<file path="src/rtl/mem_port_arbiter.sv">
// Single-port RAM arbiter between instruction fetch and the load/store path.
// Zero-cycle grant, one outstanding read with fixed-latency in-order return, fetch starvation guard.
module mem_port_arbiter #(
    parameter int ADDR_W        = 32,
    parameter int RAM_LATENCY   = 1,
    parameter int LS_STREAK_MAX = 4
) (
    input  logic              clk,
    input  logic              reset,
    input  logic              if_req,
    input  logic [ADDR_W-1:0] if_addr,
    output logic              if_gnt,
    output logic              if_rvalid,
    output logic [31:0]       if_rdata,
    input  logic              ls_req,
    input  logic              ls_op,
    input  logic [ADDR_W-1:0] ls_addr,
    input  logic [31:0]       ls_wdata,
    input  logic [3:0]        ls_be,
    output logic              ls_gnt,
    output logic              ls_rvalid,
    output logic [31:0]       ls_rdata,
    output logic              ram_en,
    output logic              ram_we,
    output logic [ADDR_W-3:0] ram_addr,
    output logic [31:0]       ram_wdata,
    output logic [3:0]        ram_be,
    input  logic [31:0]       ram_rdata
);
    typedef enum logic { MEM_LOAD = 1'b0, MEM_STORE = 1'b1 } mem_op_e;
    typedef enum logic { OWNER_IF = 1'b0, OWNER_LS = 1'b1 } owner_e;

    logic       rd_pending, rd_pending_nxt;
    owner_e     rd_owner, rd_owner_nxt;
    logic [2:0] lat_cnt, lat_cnt_nxt;
    logic [3:0] streak, streak_nxt;
    logic       can_issue, rd_return, grant_if, grant_ls, new_read;
    logic       unused_addr_lsbs;

    assign unused_addr_lsbs = ^{if_addr[1:0], ls_addr[1:0]};

    // Handshake: a requester raises req and holds its inputs stable until gnt; the
    // transfer happens in the gnt cycle. rvalid is a one-cycle pulse without back-pressure.
    always_comb begin
        rd_return = !reset && rd_pending && (lat_cnt == 3'd1);
        can_issue = !reset && (!rd_pending || (lat_cnt == 3'd1));
        grant_ls  = can_issue && ls_req && (!if_req || (streak < 4'(LS_STREAK_MAX)));
        grant_if  = can_issue && if_req && !grant_ls;
        new_read  = grant_if || (grant_ls && (ls_op == MEM_LOAD));
    end

    always_comb begin
        if_gnt    = grant_if;
        ls_gnt    = grant_ls;
        ram_en    = grant_if || grant_ls;
        ram_we    = 1'b0;
        ram_addr  = '0;
        ram_wdata = '0;
        ram_be    = '0;
        if (grant_ls) begin
            ram_we    = ls_op;
            ram_addr  = ls_addr[ADDR_W-1:2];
            ram_wdata = ls_wdata;
            ram_be    = (ls_op == MEM_STORE) ? ls_be : 4'b1111;
        end else if (grant_if) begin
            ram_addr  = if_addr[ADDR_W-1:2];
            ram_be    = 4'b1111;
        end
        if_rvalid = rd_return && (rd_owner == OWNER_IF);
        ls_rvalid = rd_return && (rd_owner == OWNER_LS);
        if_rdata  = if_rvalid ? ram_rdata : '0;
        ls_rdata  = ls_rvalid ? ram_rdata : '0;
    end

    // A read granted in the return cycle takes over the pending slot directly.
    always_comb begin
        rd_pending_nxt = rd_pending;
        rd_owner_nxt   = rd_owner;
        lat_cnt_nxt    = lat_cnt;
        streak_nxt     = streak;
        if (new_read) begin
            rd_pending_nxt = 1'b1;
            lat_cnt_nxt    = 3'(RAM_LATENCY);
            rd_owner_nxt   = grant_ls ? OWNER_LS : OWNER_IF;
        end else if (rd_pending) begin
            lat_cnt_nxt = lat_cnt - 3'd1;
            if (lat_cnt == 3'd1) begin
                rd_pending_nxt = 1'b0;
            end
        end
        if (!if_req || grant_if) begin
            streak_nxt = '0;
        end else if (grant_ls && (streak < 4'(LS_STREAK_MAX))) begin
            streak_nxt = streak + 4'd1;
        end
    end

    always_ff @(posedge clk) begin
        if (reset) begin
            rd_pending <= 1'b0;
            rd_owner   <= OWNER_IF;
            lat_cnt    <= '0;
            streak     <= '0;
        end else begin
            rd_pending <= rd_pending_nxt;
            rd_owner   <= rd_owner_nxt;
            lat_cnt    <= lat_cnt_nxt;
            streak     <= streak_nxt;
        end
    end
endmodule

</file>
<file path="config.mk">
export PLATFORM = sky130hd
export DESIGN_NAME = mem_port_arbiter
export DESIGN_NICKNAME = d
export VERILOG_FILES = /design/src/rtl/mem_port_arbiter.sv
export SDC_FILE = /design/constraint.sdc
export NUM_CORES = 1
export LEC_CHECK = 0
export ABC_AREA = 1
export CAP_MARGIN = 20
export CORE_AREA = 2 2 106 108
export DETAILED_ROUTE_END_ITERATION = 6
export DIE_AREA = 0 0 108 110
export MAX_ROUTING_LAYER = met4
export SYNTH_ARGS = -nofsm -noshare
export SYNTH_HDL_FRONTEND = slang
export SYNTH_SLANG_ARGS = --single-unit
export TNS_END_PERCENT = 5
</file>
<file path="constraint.sdc">
create_clock -name clk -period 1.5 [get_ports clk]
set_input_delay 0.3 -clock clk [delete_from_list [all_inputs] [get_ports clk]]
set_output_delay 0.3 -clock clk [all_outputs]
set_load 0.005 [all_outputs]
</file>
==> reports/metrics.cfg, run 1 <==
[flow_run]
drv_cap=0

[route]
dr.pass1.iters=7
highest_layer=met4
met1_length_um=3833
dr.first_iter.drc_count=121
viasPerCell=3.988
wl_met2_um=5819
route.met3.wl_um=949
wirelength_um=10660
ant_nets=0
vias=3190
drc=0
wl_per_cell_um=13.32

[run_status]
violations=setup timing
status=complete, but fails checks

[cells_and_area]
num-nets-final=801
area_growth_pct=198.9
diodes=0
layout-drive-gt1-share_pct=42.73
nFillCells=1078

[min_path]
hold_path.class=reg -> reg

[clock_tree]
cts_tree=built
holdBufCountCts=0
clkTransAtPathRegs_ns=0.05
cts_made_buffers=3
cts_root_buf=clkbuf_8
htreeDepth=1
cts.path.max_buffers=2
numClockSinks=9
clk_latency_ns=0.24

[placement]
dp_slack_ns=-0.9313
io_buffers=268
place_congestion=0.7345
hpwlAfterDp_um=7473

[sta]
layout_setup_ws_ns=-0.5282
tightestPinTransition_ns=0.1970
max_freq_mhz=493.1
fin_tns_setup_ns=-52.15
final_hold_viol_count=0
fin_crit_ns=2.028
rsz0062_at_grt=yes
maxSlewViolCount=0
period_share_pct=135.2
relSlewSlack_pct=86.86
setup_viol=138
finalClockSkew_ns=0.003309

[die]
design.die.area_sq_um=11880
core_sq_um=10700
io_pins=273
die_w_um=108
fp.dieH_um=110
num_rows=38
start_util_pct=15.47

[worst_setup_path]
crit_chain=inv_2, ha_4, nand2_4, nand2_4, nand2_4, nor2_4, buf_12, buf_12, buf_16, buf_6, nand2_2, nand2_1, buf_2
critPathKind=reg -> out
worst_ep_arrival_time_ns=1.73
crit_slowest_cell=dfxtp_2
critPathMaxFanout=8
worstPathRequired_ns=1.20
critPathMaxStageDelay_ns=0.31
endpoint_kind=primary output
worst_path_most_repeated_cell=nand2_4
critPathLaunchType=register

[yosys]
synth_edf_count=0
synth_top_area_share_pct=24.26
synth_cells=353
syn_area_per_cell_sq_um=4.689
async_reset_ff_share_pct=0
ys.flop_type=dfxtp_1
ys_seq_elements=9
netlist_area_sq_um=1655
ys_seq_area_share_pct=10.88
synth.area.top_cells=nand2_1, nor2_1, inv_1, dfxtp_1, buf_6
syn_nets=493
yosysTopAreaCell=nand2_1
ys_types=21
yosys_warnings=0
synthTopCellsByCount=nand2_1, nor2_1, inv_1, buf_6, dfxtp_1

[power]
netSwitchingPower_mw=0.5342
pwr-share-seq_pct=16.1
leakage_nw=2.717
power.total_mw=1.664
ir_worst_vdd_mv=0.2111
clkPwrFrac_pct=17.1
p_int_mw=1.130
p_sw_share_pct=32.10
powerDensity_nw_per_um2=336.3
combPwrFrac_pct=66.8

[global_routing]
grt-ovfl-total=0
grt_pass1_wl_um=15020
grt_pass1_vias=3180
antenna_found_initial=0
grt_max_degree=34
grt_use_total_pct=16.52

## repair_timing
item / CTS / global route
endpoints found under the setup margin: 136 / 141
buffers inserted: 26 / 3
gates cloned: 8 / 0
gates resized for setup: 578 / 55
pin swaps: 23 / 23
## power by group through the flow
stage                     logic (mW)  clock network (mW)  registers (mW)
after floorplan                0.292                   0           0.269
after global placement         0.955                   0           0.267
after detailed placement       0.963                   0           0.269
after CTS                       1.08               0.294           0.269
after global routing            1.21               0.305           0.269
final                           1.11               0.284           0.268
## registers in the layout (all words and copies together) (netlist names)
name and count:
streak 4, lat_cnt 3, rd_owner 1, rd_pending 1
## logic make-up (layout without fill, tap and decap cells)
family | after synthesis | count (layout) | share of synthesized area, %
compound gates | 6 | 6 | 2.267
xor+xnor | 2 | 2 | 1.058
fa+ha+maj | 3 | 3 | 2.268
buf+inv | 103 | 410 | 28.34
flops | 9 | 9 | 10.88
mux | 1 | 1 | 0.6047
simple gates | 229 | 229 | 54.57
## area by class of cell
class / count / area (sq um) / share of cell area, %
Sequential cell: 9 / 183.9 / 3.717
Tap cell: 140 / 175.2 / 3.540
Inverter: 87 / 335.3 / 6.776
Multi-Input combinational cell: 241 / 1246 / 25.18
Clock buffer: 4 / 45.04 / 0.9102
Timing Repair Buffer: 319 / 2963 / 59.87
## layer usage
| metal | vias up | global-route usage [%] |
|---|---|---|
| li1 | 1603 | - |
| met1 | 1409 | 16.85 |
| met2 | 170 | 33.38 |
| met3 | 8 | 2.939 |
| met4 | 0 | 2.473 |
| met5 | - | - |
## stage by stage
stage               instance area [sq um]  utilization (%)  hold WS [ns]  std cells
finish                               4949            46.26        0.4593        800
global placement                     4552            42.55        0.4486        762
CTS                                  4885            45.66        0.4609        800
global route                         4949            46.26        0.4912        800
floorplan                            1659                -        0.4425        353
detailed placement                   4552            42.55        0.4549        762
## worst max-delay path, delay by kind of cell, from the launching register on
family                   cells  cell delay, ns
buffers and inverters        6            0.60
adder cells (fa/ha/maj)      1            0.15
flip-flops                   1            0.31
AND/OR/NAND/NOR              6            0.41
## worst paths after layout
path,end,slack (ns),depth (start not counted),start
worst min-delay path,streak[3],0.46,2,streak[3]
worst min register to register,streak[3],0.46,2,streak[3]
worst max register to register,rd_owner,-0.08,13,lat_cnt[1]
worst max-delay path,ram_addr[13],-0.53,13,lat_cnt[1]
## cells in the final DEF, fill, tap and decap left out, types with 2 or more instances in the layout
cell,instances
buf_12,7
nand2_4,5
ha_1,2
clkbuf_8,3
buf_4,19
buf_16,4
nor2_4,5
nor2_2,42
a21oi_2,2
nand3_2,2
dfxtp_2,3
buf_6,22
buf_8,3
buf_2,91
clkdlybuf4s15_2,37
inv_1,79
dlygate4sd2_1,3
inv_2,6
dfxtp_1,6
clkdlybuf4s50_1,129
nand2_1,83
nor2_1,64
nand3_1,5
nand2_2,22
clkbuf_16,2
Note: power is estimated with default switching activity, not from simulation.
==> run 2: changes to the inputs <==
==> constraint.sdc (replaced) <==
create_clock -name clk -period 1.5 [get_ports clk]
set_input_delay 0.3 -clock clk [delete_from_list [all_inputs] [get_ports clk]]
set_output_delay 0.3 -clock clk [all_outputs]
set_load 0.01 [all_outputs]
==> reports/metrics.cfg, run 2 (synthesis results as in run 1) <==
[run_status]
status=complete, but fails checks  ; unchanged
violations=setup timing  ; unchanged

[cells_and_area]
largest_register=streak  ; unchanged
stdcell_area_sq_um=4725  ; was 4949 sq um
layout-drive-gt1-share_pct=43.58  ; was 42.73%
largest_register_ffs=4  ; unchanged
reg_top3=streak (4), lat_cnt (3)  ; unchanged
layout_commonest_cell=clkdlybuf4s50_1  ; unchanged
final_cell_mix=clkdlybuf4s50_1, buf_2, inv_1, nand2_1, nor2_1  ; was clkdlybuf4s50_1, buf_2, nand2_1
num-nets-final=795  ; was 801
area_growth_pct=185.4  ; was 198.9%
fin_util_pct=44.16  ; was 46.26%
nFillCells=1149  ; was 1078
final_cells=794  ; was 800
diodes=0  ; unchanged

[clock_tree]
holdBufCountCts=0  ; unchanged
cts_tree=built  ; unchanged
clkTransAtPathRegs_ns=0.04  ; was 0.05 ns
numClockSinks=9  ; unchanged
clk_latency_ns=0.23  ; was 0.24 ns
cts_root_buf=clkbuf_8  ; unchanged
cts_made_buffers=3  ; unchanged
htreeDepth=1  ; unchanged
cts.path.max_buffers=2  ; unchanged

[route]
viasPerCell=3.899  ; was 3.988
wl_per_cell_um=12.61  ; was 13.32 um
dr.pass1.iters=4  ; was 7
vias=3096  ; was 3190
wirelength_um=10010  ; was 10660 um
ant_nets=0  ; unchanged
drc=0  ; unchanged
dr.first_iter.drc_count=105  ; was 121

[die]
fp.dieH_um=110  ; unchanged
start_util_pct=15.47  ; unchanged
num_rows=38  ; unchanged
design.die.area_sq_um=11880  ; unchanged
io_pins=273  ; unchanged
die_w_um=108  ; unchanged
core_sq_um=10700  ; unchanged

[worst_setup_path]
critPathLaunchType=primary input  ; was register
worstPathRequired_ns=1.20  ; about the same
crit_chain=clkdlybuf4s50_1, o21ai_4, nor2_4, buf_8, buf_6, a21oi_4, nand2_1, buf_2  ; was inv_2, ha_4, nand2_4, nand2_4, nand2_4, nor2_4, buf_12, buf_12, buf_16, buf_6, nand2_2, nand2_1, buf_2
reg2reg_slack_ns=-0.07  ; was -0.08 ns
critPathMaxFanout=4  ; was 8
worst_ep_arrival_time_ns=1.71  ; was 1.73 ns
critPathKind=in -> out  ; was reg -> out
crit_slowest_cell=clkdlybuf4s50_1  ; was dfxtp_2
endpoint_kind=primary output  ; unchanged
critPathMaxStageDelay_ns=0.53  ; was 0.31 ns

[placement]
io_buffers=268  ; unchanged
place_area_sq_um=4567  ; was 4552 sq um
dp.cells=764  ; was 762
hpwlAfterDp_um=7714  ; was 7473 um
place_congestion=0.7311  ; was 0.7345

[global_routing]
antenna_found_initial=0  ; unchanged
grt-ovfl-total=0  ; unchanged
grt.busiest_layer=met2  ; unchanged
grt_use_met3_pct=4.468  ; was 2.939%
grt_max_degree=33  ; was 34
grt_use_met1_pct=15.08  ; was 16.85%
grt_pass1_wl_um=13770  ; was 15020 um
grt_use_total_pct=15.02  ; was 16.52%
use_met2_pct=29.56  ; was 33.38%
grt_pass1_vias=2902  ; was 3180

[sta]
rsz0062_at_grt=yes  ; unchanged
relSlewSlack_pct=81.69  ; was 86.86%
max_freq_mhz=497.0  ; was 493.1 MHz
setup_viol=139  ; was 138
finalClockSkew_ns=0.001155  ; was 0.003309 ns
tightestPinTransition_ns=0.2740  ; was 0.1970 ns
fin_crit_ns=2.012  ; was 2.028 ns
maxSlewViolCount=0  ; unchanged
fin_tns_setup_ns=-51.13  ; was -52.15 ns
layout_setup_ws_ns=-0.5121  ; was -0.5282 ns
final_hold_viol_count=0  ; unchanged
period_share_pct=134.1  ; was 135.2%

[power]
powerDensity_nw_per_um2=357.6  ; was 336.3 nW/um^2
leakage_nw=2.715  ; was 2.717 nW
power.total_mw=1.689  ; was 1.664 mW
ir_worst_vdd_mv=0.2016  ; was 0.2111 mV

[flow_run]
drv_cap=0  ; unchanged

[min_path]
hold_path.class=reg -> reg  ; unchanged

run 2: worst max-delay path: cells and delay by family:
family                 cells  cell delay [ns]
AND/OR/NAND/NOR            2             0.32
buffers and inverters      4             0.94
AO/OA/AOI/OAI              2             0.15
run 2: final timing paths:
check / startpoint / end / depth (start not counted)
setup / recovery: ls_req / ram_be[1] / 8
hold / removal: streak[3] / streak[3] / 2
setup reg to reg: lat_cnt[1] / streak[0] / 12
hold reg to reg: streak[3] / streak[3] / 2
run 2: area by class of cell:
type	count	area, sq um	share of cell area (%)
timing repair buffer	311	2624	55.54
sequential	9	182.7	3.867
clock buffer	4	45.04	0.9534
multi-input combinational	241	1319	27.91
inverter	87	356.6	7.548
timing repair inverter	2	22.52	0.4767
tap	140	175.2	3.708
run 2: repair_timing:
action	in CTS	in global routing
cloned	4	1
setup endpoints to repair	138	142
resized for setup	608	89
pin swaps	15	23
buffers inserted	22	4
run 2: metal layers:
metal / part of all wire, % / vias to the layer above
met5: 0 / -
met4: 0.33 / 0
met3: 10 / 5
met2: 53 / 165
li1: - / 1580
met1: 36 / 1346
run 2: power breakdown:
part | total (mW) | switching, mW | internal (mW) | leakage [nW]
sequential | 0.268 | 0.0122 | 0.256 | 0.0741
combinational | 1.14 | 0.479 | 0.658 | 2.62
clock | 0.284 | 0.0985 | 0.185 | 0.0228
run 2: through the flow:
stage	setup WS [ns]	hold WS (ns)
final	-0.5121	0.4600
after global routing	-0.6035	0.4761
after CTS	-0.5969	0.4617
after detailed placement	-0.9155	0.4543
after global placement	-0.9055	0.4516
after floorplan	0.002593	0.4425
==> run 3: changes to the inputs <==
- GPL_TIMING_DRIVEN: not set -> 0
==> reports/metrics.cfg, run 3 (synthesis results as in run 1) <==
[run_status]
status=complete, but fails checks  ; unchanged
violations=setup timing  ; unchanged

[cells_and_area]
layout-drive-gt1-share_pct=40.83  ; was 43.58%
reg_top3=streak (4), lat_cnt (3)  ; unchanged
multiInputGateArea_sq_um=1220  ; was 1319 sq um
seq_area_sq_um=186.4  ; was 182.7 sq um
area_growth_pct=173.0  ; was 185.4%
stdcell_area_sq_um=4519  ; was 4725 sq um
largest_register_ffs=4  ; unchanged
nFillCells=1176  ; was 1149
final_cell_mix=clkdlybuf4s50_1, buf_2, inv_1  ; was clkdlybuf4s50_1, buf_2, inv_1, nand2_1, nor2_1
layout_commonest_cell=clkdlybuf4s50_1  ; unchanged
num-nets-final=790  ; was 795
diodes=0  ; unchanged
largest_register=streak  ; unchanged

[clock_tree]
cts_made_buffers=3  ; unchanged
clk_latency_ns=0.24  ; was 0.23 ns
cts_root_buf=clkbuf_8  ; unchanged
htreeDepth=1  ; unchanged
numClockSinks=9  ; unchanged
clkTransAtPathRegs_ns=0.05  ; was 0.04 ns
cts.path.max_buffers=2  ; unchanged
cts_tree=built  ; unchanged

[route]
drc=0  ; unchanged
vias=3062  ; was 3096
dr.first_iter.drc_count=140  ; was 105
ant_nets=0  ; unchanged
viasPerCell=3.881  ; was 3.899
wl_per_cell_um=12.29  ; was 12.61 um
dr.pass1.iters=4  ; unchanged
wirelength_um=9693  ; was 10010 um

[power]
powerDensity_nw_per_um2=359.2  ; was 357.6 nW/um^2
netSwitchingPower_mw=0.5606  ; was 0.5901 mW
p_sw_share_pct=34.54  ; was 34.93%
clkPwrFrac_pct=17.8  ; was 16.8%
ir_worst_vdd_mv=0.2494  ; was 0.2016 mV
combPwrFrac_pct=65.7  ; was 67.3%
pwr-share-seq_pct=16.5  ; was 15.9%
leakage_nw=2.640  ; was 2.715 nW
p_int_mw=1.063  ; was 1.099 mW

[sta]
relSlewSlack_pct=85.47  ; was 81.69%
maxSlewViolCount=0  ; unchanged
rsz0062_at_grt=yes  ; unchanged
final_hold_viol_count=0  ; unchanged
period_share_pct=132.2  ; was 134.1%
finalClockSkew_ns=0.001987  ; was 0.001155 ns
setup_viol=136  ; was 139
layout_setup_ws_ns=-0.4835  ; was -0.5121 ns
max_freq_mhz=504.2  ; was 497.0 MHz
fin_crit_ns=1.984  ; was 2.012 ns
tightestPinTransition_ns=0.2176  ; was 0.2740 ns

[die]
num_rows=38  ; unchanged
fp.dieH_um=110  ; unchanged
core_sq_um=10700  ; unchanged
start_util_pct=15.47  ; unchanged
io_pins=273  ; unchanged
die_w_um=108  ; unchanged
design.die.area_sq_um=11880  ; unchanged

[global_routing]
grt_pass1_wl_um=14130  ; was 13770 um
grt_pass1_vias=2954  ; was 2902
grt-ovfl-total=0  ; unchanged
grt_max_degree=11  ; was 33
antenna_found_initial=0  ; unchanged
grt_use_total_pct=15.26  ; was 15.02%

[worst_setup_path]
endpoint_kind=primary output  ; unchanged
setup.worst_path.start=ls_req  ; unchanged
ff2ff_path_depth=11  ; was 12
crit_chain=clkdlybuf4s50_1, inv_1, nor2_4, nor2_4, buf_6, buf_6, a21oi_4, nand2_1, buf_2  ; was clkdlybuf4s50_1, o21ai_4, nor2_4, buf_8, buf_6, a21oi_4, nand2_1, buf_2
critPathLaunchType=primary input  ; unchanged
critPathMaxStageDelay_ns=0.53  ; about the same
critical_path_buf_inv_count=5  ; was 4
critPathKind=in -> out  ; unchanged
reg2reg_slack_ns=0.01  ; was -0.07 ns
cp_num_cells=9  ; was 8
timing.rr.end=streak[2]  ; was streak[0]
critPathMaxFanout=4  ; unchanged
worstPathRequired_ns=1.20  ; about the same
worst_ep_arrival_time_ns=1.68  ; was 1.71 ns
critPathCapture=ram_be[2]  ; was ram_be[1]
crit_slowest_cell=clkdlybuf4s50_1  ; unchanged
r2r_start=lat_cnt[1]  ; unchanged
critPathTopFamily=buffers and inverters  ; unchanged

[placement]
hpwlAfterDp_um=7963  ; was 7714 um
dp_slack_ns=-1.067  ; was -0.9155 ns
place_congestion=0.7444  ; was 0.7311
io_buffers=268  ; unchanged
place_area_sq_um=4557  ; was 4567 sq um

[min_path]
hold_path.class=reg -> reg  ; unchanged

[flow_run]
drv_cap=0  ; unchanged

==> run 3: power by group through the flow <==
stage | combinational, mW | sequential, mW | clock, mW
global placement | 1.00 | 0.273 | 0
global route | 1.16 | 0.270 | 0.306
floorplan | 0.350 | 0.271 | 0
finish | 1.07 | 0.268 | 0.289
CTS | 1.07 | 0.268 | 0.296
detailed placement | 1.01 | 0.274 | 0
==> run 3: final cells by class <==
cell class	count	share of cell area [%]
plain buffers	15	3.987
clock buffers	4	0.9967
inverters	87	7.281
multi-input cells	241	26.99
flip-flops and latches	9	4.125
well taps	140	3.876
repair buffers	293	52.74
==> run 3: metrics by stage <==
step / cells / power, mW / hold slack, ns / util, % / TNS [ns]
3_5_place_dp: 761 / 1.285 / 0.4569 / 42.60 / -119.62
4_1_cts: 787 / 1.638 / 0.4492 / 42.36 / -54.50
2_1_floorplan: 353 / 0.6218 / 0.4425 / - / 0
3_3_place_gp: 761 / 1.275 / 0.4493 / 42.60 / -118.10
5_1_grt: 789 / 1.738 / 0.4637 / 42.25 / -60.46
6_report: 789 / 1.623 / 0.4442 / 42.25 / -45.66
==> run 3: how the worst min path moves through the flow <==
stage / start / cells after the start / endpoint / slack [ns]
after floorplan: streak[3] / 2 / streak[3] / 0.44
after global placement: streak[3] / 2 / streak[3] / 0.45
after detailed placement: streak[3] / 2 / streak[3] / 0.46
after CTS: streak[3] / 2 / streak[3] / 0.45
after global routing: streak[3] / 2 / streak[3] / 0.46
final: streak[3] / 2 / streak[3] / 0.44
==> run 3: repair_timing <==
item                                    in CTS  in global routing
gates resized for setup                    600                 58
hold buffers                                 0                  0
setup buffers                               17                  5
gates cloned                                 6                  0
pin swaps                                   26                 23
endpoints found under the setup margin     136                139
==> run 3: worst reg2reg max path, cell delays in order (launching register included) <==
cell and delay (ns):
dfxtp_2 0.31, inv_2 0.06, ha_4 0.13, nand2_2 0.05, nand2_2 0.07, nand2_2 0.08, nor2_4 0.15, buf_8 0.17
buf_6 0.13, buf_6 0.10, nand3_1 0.06, a21oi_1 0.12
==> run 3: per-layer routing <==
layer	wire, um	global-route usage [%]
met2	5133	29.20
met1	3564	16.06
met4	48	2.381
met3	946	3.939
met5	0	-
